<file path="src/rtl/cfg_pkg.sv">
// cfg_pkg: shared definitions for the configuration chain writer.
// Provides the writer state enum, row geometry and default chain parameters.
package cfg_pkg;
    localparam int CFG_WORDS_PER_ROW = 3;
    localparam int CFG_CHAIN_LEN     = 4 * CFG_WORDS_PER_ROW;
    localparam int CFG_CLK_DIV       = 2;
    typedef enum logic [1:0] {
        ST_FILL   = 2'd0,
        ST_SHIFT  = 2'd1,
        ST_VERIFY = 2'd2,
        ST_DONE   = 2'd3
    } cfg_wr_state_t;
endpackage

</file>
<file path="src/rtl/fp_pkg.sv">
// fp: numeric word type shared by the configuration datapath.
// Provides fpType, the 16-bit word carried by the row configuration chain.
package fp;
    typedef logic [15:0] fpType;
endpackage

</file>
<file path="src/rtl/config_if.sv">
// config_if: one link of the row configuration shift chain.
// Signals: data_clk (chain shift clock), data_in (word presented to the chain).
// Modports: master drives the link, slave observes it.
interface config_if;
    logic      data_clk;
    fp::fpType data_in;
    modport master (output data_clk, output data_in);
    modport slave  (input data_clk, input data_in);
endinterface

</file>
<file path="src/rtl/cfg_clk_gen.sv">
// cfg_clk_gen: divided chain clock with rise/fall strobes.
// Ports: clk, reset_n (async active-low), en_i (run the divider),
//        data_clk_o (registered chain clock, low when disabled),
//        rise_stb_o / fall_stb_o (high in the cycle whose closing edge makes data_clk rise/fall).
module cfg_clk_gen #(
    parameter int CLK_DIV = 2
) (
    input  logic clk,
    input  logic reset_n,
    input  logic en_i,
    output logic data_clk_o,
    output logic rise_stb_o,
    output logic fall_stb_o
);
    localparam int CW = (CLK_DIV > 1) ? $clog2(CLK_DIV) : 1;
    logic [CW-1:0] cnt_q;
    logic          data_clk_q;
    logic          wrap;
    assign wrap       = en_i && (cnt_q == CW'(CLK_DIV - 1));
    assign rise_stb_o = wrap && !data_clk_q;
    assign fall_stb_o = wrap && data_clk_q;
    assign data_clk_o = data_clk_q;
    always_ff @(posedge clk or negedge reset_n)
        if (!reset_n) begin
            cnt_q      <= '0;
            data_clk_q <= 1'b0;
        end else if (!en_i) begin
            cnt_q      <= '0;
            data_clk_q <= 1'b0;
        end else begin
            cnt_q      <= wrap ? '0 : cnt_q + 1'b1;
            data_clk_q <= data_clk_q ^ wrap;
        end
endmodule

</file>
<file path="src/rtl/config_chain_writer.sv">
// config_chain_writer: collects one frame of words and shifts it into the row configuration chain.
// Ports: clk, reset_n (async active-low), word_data/word_valid/word_ready (frame word stream),
//        cfg_out (chain master: data_clk, data_in), busy (shifting), done (frame complete pulse).
// Optional macro CFG_READBACK_EN adds cfg_ret (chain tail return), err (sticky mismatch) and
// err_count (saturating mismatch count), plus a second verify pass after every shift pass.
module config_chain_writer
    import cfg_pkg::*;
#(
    parameter int CHAIN_LEN = CFG_CHAIN_LEN,
    parameter int CLK_DIV   = CFG_CLK_DIV
) (
    input  logic      clk,
    input  logic      reset_n,
    input  fp::fpType word_data,
    input  logic      word_valid,
    output logic      word_ready,
    config_if.master  cfg_out,
    output logic      busy,
    output logic      done
`ifdef CFG_READBACK_EN
    ,
    config_if.slave   cfg_ret,
    output logic      err,
    output logic [15:0] err_count
`endif
);
    localparam int IW = (CHAIN_LEN > 1) ? $clog2(CHAIN_LEN) : 1;
    localparam logic [IW-1:0] LAST = IW'(CHAIN_LEN - 1);
    cfg_wr_state_t state_q;
    logic [IW-1:0] wr_idx_q, k_q, k_d;
    fp::fpType     buf_q [CHAIN_LEN];
    fp::fpType     data_in_q;
    logic          word_ready_q, busy_q, done_q;
    logic          data_clk, rise_stb, fall_stb, accept, last_word;
    assign accept     = word_valid && word_ready_q;
    assign last_word  = wr_idx_q == LAST;
    assign k_d        = (k_q == LAST) ? '0 : k_q + 1'b1;
    assign word_ready = word_ready_q;
    assign busy       = busy_q;
    assign done       = done_q;
    assign cfg_out.data_clk = data_clk;
    assign cfg_out.data_in  = data_in_q;
    // busy_q is high exactly in the shifting states, so it gates the divider
    cfg_clk_gen #(.CLK_DIV(CLK_DIV)) u_clk_gen (
        .clk        (clk),
        .reset_n    (reset_n),
        .en_i       (busy_q),
        .data_clk_o (data_clk),
        .rise_stb_o (rise_stb),
        .fall_stb_o (fall_stb)
    );
    always_ff @(posedge clk)
        if (accept) buf_q[wr_idx_q] <= word_data;
    always_ff @(posedge clk or negedge reset_n)
        if (!reset_n) begin
            state_q      <= ST_FILL;
            wr_idx_q     <= '0;
            k_q          <= '0;
            data_in_q    <= '0;
            word_ready_q <= 1'b1;
            busy_q       <= 1'b0;
            done_q       <= 1'b0;
        end else begin
            done_q <= 1'b0;
            case (state_q)
                ST_FILL: if (accept) begin
                    wr_idx_q <= last_word ? '0 : wr_idx_q + 1'b1;
                    if (last_word) begin
                        state_q      <= ST_SHIFT;
                        word_ready_q <= 1'b0;
                        busy_q       <= 1'b1;
                        // a one-word frame has not reached the buffer yet
                        data_in_q    <= (wr_idx_q == '0) ? word_data : buf_q[0];
                    end
                end
                ST_DONE: begin
                    state_q      <= ST_FILL;
                    word_ready_q <= 1'b1;
                end
                default: if (fall_stb) begin
                    k_q       <= k_d;
                    data_in_q <= buf_q[k_d];
                    if (k_q == LAST) begin
`ifdef CFG_READBACK_EN
                        state_q <= (state_q == ST_SHIFT) ? ST_VERIFY : ST_DONE;
                        busy_q  <= state_q == ST_SHIFT;
                        done_q  <= state_q != ST_SHIFT;
`else
                        state_q <= ST_DONE;
                        busy_q  <= 1'b0;
                        done_q  <= 1'b1;
`endif
                    end
                end
            endcase
        end
`ifdef CFG_READBACK_EN
    logic        err_q;
    logic [15:0] err_count_q;
    assign err       = err_q;
    assign err_count = err_count_q;
    // the tail value is taken at the rising edge, i.e. as held through the last low-phase cycle
    always_ff @(posedge clk or negedge reset_n)
        if (!reset_n) begin
            err_q       <= 1'b0;
            err_count_q <= '0;
        end else if (state_q == ST_VERIFY && rise_stb && cfg_ret.data_in != buf_q[k_q]) begin
            err_q       <= 1'b1;
            err_count_q <= err_count_q + 16'(err_count_q != 16'hFFFF);
        end
`endif
endmodule

</file>
<file path="src/flat_wrapper.sv">
// flat-port wrapper written by rule: the top's interface ports become plain ports
module config_chain_writer_flat import cfg_pkg::*;
#(
    parameter int CHAIN_LEN = CFG_CHAIN_LEN,
    parameter int CLK_DIV   = CFG_CLK_DIV
)
  (clk, reset_n, word_data, word_valid, word_ready, busy, done, cfg_out_data_clk, cfg_out_data_in);
  config_if cfg_out_i ();
  input  logic clk;
  input  logic reset_n;
  input  fp::fpType word_data;
  input  logic word_valid;
  output logic word_ready;
  output logic busy;
  output logic done;
  output wire logic [$bits(cfg_out_i.data_clk)-1:0] cfg_out_data_clk;
  output wire logic [$bits(cfg_out_i.data_in)-1:0] cfg_out_data_in;
  assign cfg_out_data_clk = cfg_out_i.data_clk;
  assign cfg_out_data_in = cfg_out_i.data_in;
  config_chain_writer #(.CHAIN_LEN(CHAIN_LEN), .CLK_DIV(CLK_DIV)) u_core (.clk(clk), .reset_n(reset_n), .word_data(word_data), .word_valid(word_valid), .word_ready(word_ready), .cfg_out(cfg_out_i), .busy(busy), .done(done));
endmodule
</file>
<file path="config.mk">
export PLATFORM = sky130hd
export DESIGN_NAME = config_chain_writer_flat
export DESIGN_NICKNAME = d
export VERILOG_FILES = /design/src/rtl/cfg_pkg.sv /design/src/rtl/fp_pkg.sv /design/src/rtl/config_if.sv /design/src/rtl/cfg_clk_gen.sv /design/src/rtl/config_chain_writer.sv /design/src/flat_wrapper.sv
export SDC_FILE = /design/constraint.sdc
export NUM_CORES = 1
export LEC_CHECK = 0
export ABC_AREA = 1
export CORE_ASPECT_RATIO = 0.8
export CORE_MARGIN = 8
export CORE_UTILIZATION = 66
export DETAILED_ROUTE_END_ITERATION = 6
export GPL_ROUTABILITY_DRIVEN = 0
export PLACE_DENSITY_LB_ADDON = 0.15
export SLEW_MARGIN = 20
export SYNTH_ARGS = -nofsm -noshare
export SYNTH_HDL_FRONTEND = slang
export SYNTH_SLANG_ARGS = --single-unit
export TNS_END_PERCENT = 1
</file>
<file path="constraint.sdc">
create_clock -name clk -period 4.45 [get_ports clk]
set_clock_uncertainty 0.1 [all_clocks]
set_input_delay 0.6675 -clock clk [delete_from_list [all_inputs] [get_ports clk]]
set_output_delay 0.6675 -clock clk [all_outputs]
set_load 0.02 [all_outputs]
</file>
==> results.yml <==
floorplanning:
  rows: 41
  initial_core_util_pct: 66.43
  die_area_um2: 19930
  core-area_um2: 15540
  die_h_um: 127.9
  ios: 39
  die_x_um: 155.8
critical_path:
  critPathLaunchType: "flop"
  crit_chain: "ha_1, nand3_4, nand2_2, buf_4, nand2_1, nand3_1, nand2_1, nand2_1, nand3_1, nand2_1, a21oi_1"
  cp_common_cell: "nand2_1"
  crit_slowest_cell: "buf_4"
  required_ps: 4740
  r2r_cells: 11
  criticalPathCategory: "reg -> reg"
  cp_slowest_stage_delay_ps: 750
  r2r_slack_ps: 1590
  crit_end: "u_core.cfg_out.data_in[1]$_DFFE_PN0P_"
  arrival_ps: 3140
  cp-startpoint: "u_core.k_q[0]$_DFFE_PN0P_"
  critPathCaptureType: "flop"
  regToRegStartpoint: "u_core.k_q[0]$_DFFE_PN0P_"
  crit_fanout: 94
  r2r_end: "u_core.cfg_out.data_in[1]$_DFFE_PN0P_"
synth:
  yosysSeqAreaShare_pct: 63.36
  synth_nets: 1084
  synthSimpleGateAreaFrac_pct: 22.29
  synth_top_cells_by_count: "nand2_1 (229), inv_1 (199), edfxtp_1 (192), nand3_1 (183), nand3b_1 (46)"
  syn_avg_cell_area_um2: 9.779
  synth_seq_cells: 223
  syn_area_um2: 10330
  synth_edf_count: 192
  synth_compound_area_share_pct: 3.284
  synth_top_family_by_area: "simple AND/OR/NAND/NOR gates"
  synth_mux_area_share_pct: 0
  async_reset_ff_share_pct: 13.90
  synth_area_leader_cell: "edfxtp_1"
  synthAdderAreaFrac_pct: 1.091
  synthDistinctLibCells: 30
  synth_top_area_share_pct: 55.83
  synth_warnings: 0
  yosysMostFrequentCell: "nand2_1"
  syn_inst: 1056
  synthXorXnorAreaFrac_pct: 0
  synth_flop_cell: "edfxtp_1"
  synth_area_leaders: "edfxtp_1 (56%), nand3_1 (8.9%), nand2_1 (8.3%), dfrtp_1 (7.3%), inv_1 (7.2%)"
min_path:
  hp-class: "reg -> reg"
clock_tree:
  post_cts_buffers: 0
  cts_root_buf: "clkbuf_16"
  cts_tree: "done"
  postCtsHoldBufs: 0
  ctsHtreeMaxLevel: 1
  ctsResizeCount: 0
  cts_buffers: 22
  clkLatencyLatePin_ps: 500
  clock_sinks: 223
  cts.path.max_buffers: 3
  clkTransAtPathRegs_ps: 60
sta:
  rsz0062_at_grt: "no"
  max_freq_mhz: 350.0
  finalSetupViolations: 0
  period_needed_ps: 2857
  min_period_over_period_pct: 64.20
  final.setup.tns_ps: 0
  slew-limit-headroom_pct: 27.65
  finalMaxSlewViolations: 0
  hold_ws_ps: 328.5
  finalHoldViolCount: 0
  worst_pin_slew_ps: 1085
global_routing:
  antenna_found_initial: 0
  first_global_vias: 7209
  grt_max_degree: 97
  grt-ovfl-total: 0
  gr-usage-all-layers_pct: 24.99
  grt_pass1_wl_um: 38570
drt:
  drt_wl_total_um: 24320
  dr.pass1.iters: 6
  drc: 0
  vias: 7414
  ant_nets: 0
  wire_per_inst_um: 18.53
  drt-initial-drc-count: 924
  viasPerCell: 5.651
run_status:
  status: "finished clean"
cells_and_area:
  fin_area_um2: 11630
  fin_util_pct: 74.85
  seqCellArea_um2: 6543
  multi_input_area_um2: 2784
  syn_to_final_growth_pct: 12.66
  fillCellCount: 1059
  drive_gt1_share_pct: 6.563
  n_antenna_cell: 0
  nets: 1110
power:
  power_w: 0.004239
  leakagePower_nw: 5.078
  powerDensity_nw_per_um2: 364.4
  vdd_drop_max_mv: 0.3304
placement:
  portBuffers: 38
  place_hpwl_um: 13680
  postPlaceCellArea_um2: 10880
run:
  drv_cap: 0
==> layout make-up <==
cell class,count,area share (%)
multi-input combinational,572,23.93
tap,215,2.312
clock buffer,29,5.313
timing repair buffer,56,4.431
inverter,207,6.679
sequential,223,56.24
clock inverter,10,1.097
==> state kept, by name, summed over array words and instances (netlist names) <==
name                         cells
u_core.state_q                   2
u_core.done                      1
u_core.u_clk_gen.data_clk_o      1
u_core.k_q                       4
u_core.word_ready                1
u_core.busy                      1
u_core.u_clk_gen.cnt_q           1
u_core.buf_q                   192
u_core.wr_idx_q                  4
u_core.cfg_out.data_in          16
==> layout by cell type, fill, tap and decap left out, types with 2 or more instances in the layout <==
master	Yosys	layout
a21oi_1	35	35
buf_4	4	18
bufinv_16	0	3
clkbuf_1	24	4
clkbuf_16	0	23
clkbuf_8	0	2
clkdlybuf4s50_1	0	38
clkinv_1	1	2
clkinv_2	0	5
dfrtp_1	30	30
edfxtp_1	192	192
ha_1	9	9
inv_1	199	199
inv_2	7	7
nand2_1	229	228
nand2_2	1	2
nand3_1	183	183
nand3b_1	46	46
nor2_1	35	29
nor2_2	0	5
nor2_4	1	2
o21ai_0	23	23
==> worst min path at each step <==
stage / start / endpoint / slack [ps] / cells past startpoint
global route: u_core.u_clk_gen.cnt_q$_DFF_PN0_ / u_core.u_clk_gen.cnt_q$_DFF_PN0_ / 350 / 1
global placement: u_core.u_clk_gen.cnt_q$_DFF_PN0_ / u_core.u_clk_gen.cnt_q$_DFF_PN0_ / 320 / 1
finish: u_core.u_clk_gen.cnt_q$_DFF_PN0_ / u_core.u_clk_gen.cnt_q$_DFF_PN0_ / 330 / 1
floorplan: reset_n / u_core.busy$_DFFE_PN0P_ / 270 / 0
detailed placement: u_core.u_clk_gen.cnt_q$_DFF_PN0_ / u_core.u_clk_gen.cnt_q$_DFF_PN0_ / 320 / 1
CTS: u_core.u_clk_gen.cnt_q$_DFF_PN0_ / u_core.u_clk_gen.cnt_q$_DFF_PN0_ / 330 / 1
==> cells by family (layout without fill, tap and decap cells) <==
group	count (synthesis)	in the layout
flip-flops	223	223
adder cells (fa/ha/maj)	9	9
buffers and inverters	261	302
AND/OR/NAND/NOR	498	498
AO/OA/AOI/OAI	65	65
==> critical path, delay by kind of cell (launching register included) <==
kind / cells / cell delay (ps)
simple gates: 8 / 1030
buf+inv: 1 / 750
flops: 1 / 410
fa+ha+maj: 1 / 260
compound gates: 1 / 70
==> metrics by stage <==
step	instances	setup slack (ps)
5_1_grt	1312	1354
6_report	1312	1593
4_1_cts	1312	1694
3_3_place_gp	1273	1623
2_1_floorplan	1056	2259
3_5_place_dp	1273	1616
==> power breakdown <==
part           internal, W   total, W  switching [W]
combinational    0.0000165  0.0000574      0.0000408
clock              0.00115    0.00191       0.000757
sequential         0.00227    0.00227              0
total              0.00344    0.00424       0.000798
==> routing by layer <==
layer  part of all wire (%)  up-vias  global-route usage [%]
met5                      0        -                       0
met4                    4.4        0                   11.39
met3                    8.7       79                   4.009
met2                     46      381                   39.20
met1                     41     3466                   33.94
li1                       -     3488                       -
(Power assumes the default switching activity.)
